File: config.mk
export PLATFORM = sky130hd
export DESIGN_NAME = lift_ctrl
export DESIGN_NICKNAME = d
export VERILOG_FILES = /design/src/rtl/lift_pkg.sv /design/src/rtl/lift_timer.sv /design/src/rtl/lift_ctrl.sv
export SDC_FILE = /design/constraint.sdc
export NUM_CORES = 1
export LEC_CHECK = 0
export CORE_UTILIZATION = 32
export DETAILED_ROUTE_END_ITERATION = 10
export DONT_BUFFER_PORTS = 1
export SLEW_MARGIN = 20
export SYNTH_ARGS = -nofsm -noshare
export SYNTH_HDL_FRONTEND = slang
export SYNTH_SLANG_ARGS = --single-unit
File: constraint.sdc
create_clock -name clk -period 3.4 [get_ports clk]
set_clock_uncertainty 0.15 [all_clocks]
set_input_delay 0.34 -clock clk [delete_from_list [all_inputs] [get_ports clk]]
set_output_delay 0.34 -clock clk [all_outputs]
set_load 0.02 [all_outputs]
File: src/rtl/lift_pkg.sv
// Shared definitions for the lift controller: state encodings and default sizing.
package lift_pkg;

  localparam int DEF_N_FLOORS    = 8;
  localparam int DEF_MOVE_CYCLES = 4;
  localparam int DEF_DOOR_CYCLES = 3;

  localparam int STATE_W = 2;
  localparam logic [STATE_W-1:0] ST_IDLE = 2'd0;
  localparam logic [STATE_W-1:0] ST_MOVE = 2'd1;
  localparam logic [STATE_W-1:0] ST_DOOR = 2'd2;

endpackage

File: src/rtl/lift_timer.sv
// Loadable down-counter shared by travel and door timing; done while the count is zero.
module lift_timer #(
  parameter int W = 3
) (
  input  logic         clk,
  input  logic         rst,
  input  logic         load_i,
  input  logic [W-1:0] value_i,
  output logic         done_o
);

  logic [W-1:0] count_q, count_d;

  // NOTE: every signal assigned in always_comb gets a default first, so no path infers a latch.
  always_comb begin
    count_d = count_q;
    if (load_i) begin
      count_d = value_i;
    end else if (count_q != '0) begin
      count_d = count_q - W'(1);
    end
  end

  // NOTE: state flops use non-blocking assignments so every flop samples pre-edge values.
  always_ff @(posedge clk) begin
    if (rst) begin
      count_q <= '0;
    end else begin
      count_q <= count_d;
    end
  end

  assign done_o = (count_q == '0);

endmodule

File: src/rtl/lift_ctrl.sv
// Single-car lift controller: collects hall/car requests and serves them in SCAN order.
module lift_ctrl
  import lift_pkg::*;
#(
  parameter int N_FLOORS    = DEF_N_FLOORS,
  parameter int MOVE_CYCLES = DEF_MOVE_CYCLES,
  parameter int DOOR_CYCLES = DEF_DOOR_CYCLES,
  parameter int FLOOR_W     = $clog2(N_FLOORS)
) (
  input  logic                clk,
  input  logic                rst,
  input  logic [N_FLOORS-1:0] call_req,
  input  logic [N_FLOORS-1:0] car_req,
  input  logic                door_hold_i,
  output logic [FLOOR_W-1:0]  floor_o,
  output logic                dir_up_o,
  output logic                door_open_o,
  output logic                busy_o,
  output logic [N_FLOORS-1:0] pending_o
);

  localparam int T_MAX = (MOVE_CYCLES > DOOR_CYCLES) ? MOVE_CYCLES : DOOR_CYCLES;
  localparam int TMR_W = $clog2(T_MAX + 1);
  localparam logic [TMR_W-1:0] MOVE_LOAD = TMR_W'(MOVE_CYCLES - 1);
  localparam logic [TMR_W-1:0] DOOR_LOAD = TMR_W'(DOOR_CYCLES - 1);
  // A held cycle counts as the first of a fresh DOOR_CYCLES window.
  localparam bit               HOLD_EXTENDS = (DOOR_CYCLES > 1);
  localparam logic [TMR_W-1:0] HOLD_LOAD    = TMR_W'(HOLD_EXTENDS ? DOOR_CYCLES - 2 : 0);
  localparam logic [FLOOR_W-1:0] TOP_FLOOR  = FLOOR_W'(N_FLOORS - 1);

  logic [STATE_W-1:0]  state_q, state_d;
  logic [FLOOR_W-1:0]  floor_q, floor_d;
  logic                dir_up_q, dir_up_d;
  logic [N_FLOORS-1:0] pending_q, pending_d;
  logic [N_FLOORS-1:0] above, below;
  logic                req_ahead, req_behind;
  logic                tmr_load, tmr_done;
  logic [TMR_W-1:0]    tmr_value;

  lift_timer #(.W(TMR_W)) u_timer (
    .clk     (clk),
    .rst     (rst),
    .load_i  (tmr_load),
    .value_i (tmr_value),
    .done_o  (tmr_done)
  );

  always_comb begin
    above = '0;
    below = '0;
    for (int i = 0; i < N_FLOORS; i++) begin
      above[i] = pending_q[i] && (i > int'(floor_q));
      below[i] = pending_q[i] && (i < int'(floor_q));
    end
    req_ahead  = dir_up_q ? |above : |below;
    req_behind = dir_up_q ? |below : |above;
  end

  always_comb begin
    state_d   = state_q;
    floor_d   = floor_q;
    dir_up_d  = dir_up_q;
    tmr_load  = 1'b0;
    tmr_value = '0;
    case (state_q)
      ST_IDLE: begin
        if (pending_q[floor_q]) begin
          state_d   = ST_DOOR;
          tmr_load  = 1'b1;
          tmr_value = DOOR_LOAD;
        end else if (req_ahead || req_behind) begin
          state_d   = ST_MOVE;
          dir_up_d  = req_ahead ? dir_up_q : ~dir_up_q;
          tmr_load  = 1'b1;
          tmr_value = MOVE_LOAD;
        end
      end
      ST_MOVE: begin
        if (tmr_done) begin
          floor_d = dir_up_q ? floor_q + FLOOR_W'(1) : floor_q - FLOOR_W'(1);
          if (pending_q[floor_d]) begin
            state_d   = ST_DOOR;
            tmr_load  = 1'b1;
            tmr_value = DOOR_LOAD;
          end else if (dir_up_q ? (floor_d != TOP_FLOOR) : (floor_d != '0)) begin
            tmr_load  = 1'b1;
            tmr_value = MOVE_LOAD;
          end else begin
            state_d = ST_IDLE;
          end
        end
      end
      ST_DOOR: begin
        if (door_hold_i && HOLD_EXTENDS) begin
          tmr_load  = 1'b1;
          tmr_value = HOLD_LOAD;
        end else if (tmr_done) begin
          if (req_ahead || req_behind) begin
            state_d   = ST_MOVE;
            dir_up_d  = req_ahead ? dir_up_q : ~dir_up_q;
            tmr_load  = 1'b1;
            tmr_value = MOVE_LOAD;
          end else begin
            state_d = ST_IDLE;
          end
        end
      end
      default: state_d = ST_IDLE;
    endcase
  end

  // The cleared bit is the floor where the door is, or is about to be, open.
  always_comb begin
    pending_d = pending_q | call_req | car_req;
    if (state_d == ST_DOOR || state_q == ST_DOOR) begin
      pending_d[floor_d] = 1'b0;
    end
  end

  always_ff @(posedge clk) begin
    if (rst) begin
      state_q   <= ST_IDLE;
      floor_q   <= '0;
      dir_up_q  <= 1'b1;
      pending_q <= '0;
    end else begin
      state_q   <= state_d;
      floor_q   <= floor_d;
      dir_up_q  <= dir_up_d;
      pending_q <= pending_d;
    end
  end

  assign floor_o     = floor_q;
  assign dir_up_o    = dir_up_q;
  assign door_open_o = (state_q == ST_DOOR);
  assign busy_o      = (state_q != ST_IDLE);
  assign pending_o   = pending_q;

endmodule

Word level (Yosys, flattened, before mapping)
Cells that the tools add are included.
{"block": "word_totals", "regBits": 17, "in_bits": 19, "output_inout_bits": 14, "wordCells": 111}
{"block": "classes", "add_sub_neg": 3, "order_cmp": 18, "eq_ne": 7, "mux": 46, "n_bitwise": 5, "reduce_logical": 27}
{"op": "2-bit 2-to-1 mux", "count": 12}
{"op": "3-bit 2-to-1 mux", "count": 7}
{"op": "1-bit 2-to-1 mux", "count": 19}
{"op": "8-bit OR", "count": 2}
{"op": "1-bit logical AND", "count": 15}
{"op": "7-bit OR reduction", "count": 2}
{"op": "3-bit greater-than comparator, first input constant", "count": 4}
{"op": "3-bit by 4-bit < comparator with 1-bit output, second input constant", "count": 3}
{"op": "3-bit < comparator, first input constant", "count": 3}
{"op": "3-bit case mux with 3 select lines", "count": 1}
{"op": "8-bit bitwise AND", "count": 1}
{"op": "8-bit 2-to-1 mux", "count": 1}
{"op": "8-bit inverter", "count": 1}
{"op": "1-bit binary-select mux with 3-bit select", "count": 2}
{"op": "2-bit by 3-bit greater-than comparator with 1-bit output, first input constant", "count": 2}
{"op": "1-bit by 3-bit < comparator with 1-bit output, first input constant", "count": 2}
{"op": "2-bit by 3-bit < comparator with 1-bit output, first input constant", "count": 2}
{"op": "2-bit case mux with 3 select lines", "count": 1}
{"op": "2-bit nonzero test", "count": 3}
{"op": "3-bit nonzero test", "count": 2}
{"op": "3-bit by 1-bit subtractor with 3-bit output, second input constant", "count": 2}
{"op": "2-bit equality test, second input constant", "count": 2}
{"op": "2-bit != test, second input constant", "count": 2}
{"op": "4-bit AND reduction", "count": 1}
{"op": "other kinds (13)", "count": 14}

Depth between registers and ports, before layout
{"block": "depth", "depth_word": 12, "depth_mapped": 10, "depth_no_buf": 8}

Cells and area by module
Synthesis repeated with hierarchy kept, for this count alone.
{"block": "unflattened", "hier_cells": 181, "area_unflattened_um2": 1530.2}
{"module": "lift_ctrl", "n_inst": 1, "cells_each": 159, "area_each_um2": 1323.8, "seq_area_each_um2": 280.3}
{"module": "lift_timer", "n_inst": 1, "cells_each": 22, "area_each_um2": 206.4, "seq_area_each_um2": 60.1}

Worst setup path before layout
No wires, ideal clock.
{"block": "synth_path", "path_type": "register to register", "start": "register floor_q[0], in the netlist floor_o[0]", "end": "register u_timer.count_q[0]", "setup_time_ps": 132, "arrival_time_ps": 2376, "t_required_ps": 3118, "path_slack_ps": 743, "path_stages_with_launch": 11, "n_path_buf": 2, "period_less_slack_ps": 2657, "path_cell_list": "dfxtp_1 buf_6 buf_4 inv_1 ha_1 xor2_1 mux2i_4 mux4_2 nand2_1 a2bb2oi_1 o22ai_1"}
{"block": "synth_via", "elab_chain_len": 10, "word_cells_on_any_way": 61, "cone_classes": "add/sub (2); order compare (14); eq/ne (1); mux (25); reduce/logical (19)"}
{"element": "start, declared", "line": "lift_ctrl.sv:32", "text": "logic [FLOOR_W-1:0] floor_q, floor_d;"}
{"element": "start signal, assigned", "line": "lift_ctrl.sv:128", "text": "floor_q <= floor_d;"}
{"element": "branches (longest 10 deep; another with 3-bit by 1-bit subtractor with 3-bit output)"}
{"element": "end signal, assigned", "line": "lift_timer.sv:29", "text": "count_q <= count_d;"}
{"element": "end, declared", "line": "lift_timer.sv:12", "text": "logic [W-1:0] count_q, count_d;"}
Several ways; the timed one is not identified. The select of a mux whose other input is x is not followed.
A chain may end at the register's enable or synchronous reset.

Worst setup path after layout
{"block": "layout_path", "start": "register floor_q[2], in the netlist floor_o[2]", "end": "register u_timer.count_q[0]"}
The elaborated chain is that of the path after synthesis.

==> reports/metrics.cfg <==
[flow_run]
maxCapViolations=0

[setup_path]
crit_fanout=17
rr_startpoint=floor_o[2]
critPathLaunchType=register
critPathKind=register to register
crit_path_end_kind=register
arrival_ns=2.54
reg2reg_depth=6
r2r_end=u_timer.count_q[0]
ff2ff_setup_slack_ns=0.86
critPathRequiredTime_ns=3.40

[timing]
finalCritPeriodShare=0.748
grt_setup_unrepaired=no
max_slew_margin=0.536
worst_pin_slew_ns=0.695
layout_min_cycle_time_ns=2.54
fmax_mhz=393
finalMaxSlewViolations=0
final_hold_viol_count=0
setup_violations=0
holdWs_ns=0.0248
fin_setup_tns_ns=0

[floorplan]
die_area_sq_um=4510
die_y_microns=67.2
fp.dieW_microns=67.2
start_util=0.337
ios=33
core_sq_um=4030
std_cell_rows=23

[clocking]
cts_root_buf=clkbuf_8
clock_sink_count=17
clk_pin_slew_ns=0.07
clock_path_buffers=2
numCtsBuffers=3
cts_tree=yes
h-tree-depth=1
ctsResizeCount=0
clk_latency_ns=0.27

[layout]
antenna_cells=0
area_growth_pct=6.72
stdcell_count=208
drive_gt1_frac=0.139
nets=186

[power]
peakVddDrop_mv=0.355
p_leak_nw=0.546
total_power_mw=1.09
powerDensity_nw_per_um2=754

[placed_design]
placed_cells=203
port_buffers=0
place_hpwl_microns=2420
gp_congestion=0.792

[drt]
drt-wirelength-per-cell_microns=15.8
viasPerCell=5.60
drtIter0Drc=93
firstDrtPassIters=4
dr_total_vias=1164
routed_wl_microns=3290
drc=0
antenna_left=0

[synth]
yosysSeqAreaShare=0.250
ys_types=52
synthFlopType=dfxtp_1
syn_nets=186
synth_seq_cells=17
postSynthAreaPerCell_sq_um=8.55
synth_edf_count=0
ys_async_sr_fraction=0
yosys_warnings=0
synth_cells=159
synth_area_sq_um=1360

[min_path]
min_from=rst
whs_path_depth=1
holdPathEnd=dir_up_o
min_path_type=primary input to register

[grt]
antenna_found_initial=0
grt_max_degree=21
grt_pass1_vias=1025
overflow=0
grt_pass1_wl_microns=5310
grt.total_usage=0.161

[run_status]
outcome=finished clean

[synthesized netlist by cell type, types with 2 or more instances]
master    number  area, sq um
xnor2_1        3         26.3
o21ai_1        3         15.0
nor3_1        11         55.1
nor2b_1        4         25.0
nand2_1        7         26.3
nor2_1        15         56.3
inv_1          9         33.8
o21ai_2        2         17.5
xor2_1         2         17.5
a211oi_2       4         50.1
nand3_1        2         10.0
ha_1           8          100
o21ai_0        4         20.0
and2_1         3         18.8
buf_2          3         15.0
clkbuf_1       2         7.51
nand2b_1       3         18.8
mux2i_1        9         90.1
a21oi_1       10         50.1
dfxtp_1       17          340
o22ai_1        3         18.8
a21o_1         2         15.0
a211oi_1       4         30.0
[layer usage]
metal  GRT usage  up-vias  wire (microns)
met1       0.225      550            1590
met5           0        -               0
met3      0.0253        5             164
met2       0.236       29            1470
met4      0.0824        0              63
li1            -      580               -
[cells in the final DEF, fill, tap and decap left out, types with 4 or more instances in the layout]
master	count
a211oi_1	4
a211oi_2	4
a21oi_1	10
dfxtp_1	17
ha_1	8
inv_1	9
mux2i_1	9
nand2_1	7
nor2_1	15
nor2b_1	4
nor3_1	11
o21ai_0	4
[cells by family (layout without fill, tap and decap cells)]
family,Yosys count,count (layout),share of synthesized area
muxes,12,12,0.110
DFF,17,17,0.250
adders and majority gates,8,8,0.0737
AOI/OAI and AO/OA,47,47,0.269
and+or+nand+nor,53,53,0.206
xor gates and xnor gates,5,5,0.0322
buffers and inverters,17,16,0.0580
[power by group]
group	total, mW	internal [mW]	switching [mW]
clock	0.163	0.0829	0.0806
sequential	0.325	0.244	0.0810
combinational	0.605	0.252	0.354
[layout make-up]
class / instances / area [sq um]
clock buffer: 3 / 41.3
clock inverter: 1 / 7.51
sequential: 17 / 340
inverter: 9 / 33.8
fill: 412 / 2580
timing repair buffer: 3 / 25.0
multi-input combinational: 125 / 940
tap: 50 / 62.6
[worst max path at each step]
stage                     startpoint                 end
after floorplan           floor_o[0]  u_timer.count_q[0]
after global placement    floor_o[2]  u_timer.count_q[0]
after detailed placement  floor_o[2]  u_timer.count_q[0]
after CTS                 floor_o[2]  u_timer.count_q[0]
after global routing      floor_o[2]  u_timer.count_q[0]
final                     floor_o[2]  u_timer.count_q[0]
[repair_timing]
action	in CTS	in global routing
hold endpoints to repair	14	0
setup buffers	0	0
hold buffers	1	0
[worst max-delay path, stage by stage, from the launching register on]
cell       delay [ns]
dfxtp_1          0.77
ha_1             0.39
mux2i_4          0.21
mux4_2           0.54
nand2_1          0.11
a2bb2oi_1        0.16
o22ai_1          0.09
[state kept, by name, summed over array words and instances (netlist names)]
register,cells
dir_up_o,1
u_timer.count_q,3
floor_o,3
state_q,2
pending_o,8
[stage by stage]
step	setup slack [ns]	cell area, sq um	utilization
6_report	0.857	1450	0.360
3_5_place_dp	0.881	1390	0.345
5_1_grt	0.736	1450	0.360
3_3_place_gp	0.900	1390	0.345
2_1_floorplan	0.743	1360	-
4_1_cts	0.871	1450	0.360
(Power assumes the default switching activity.)
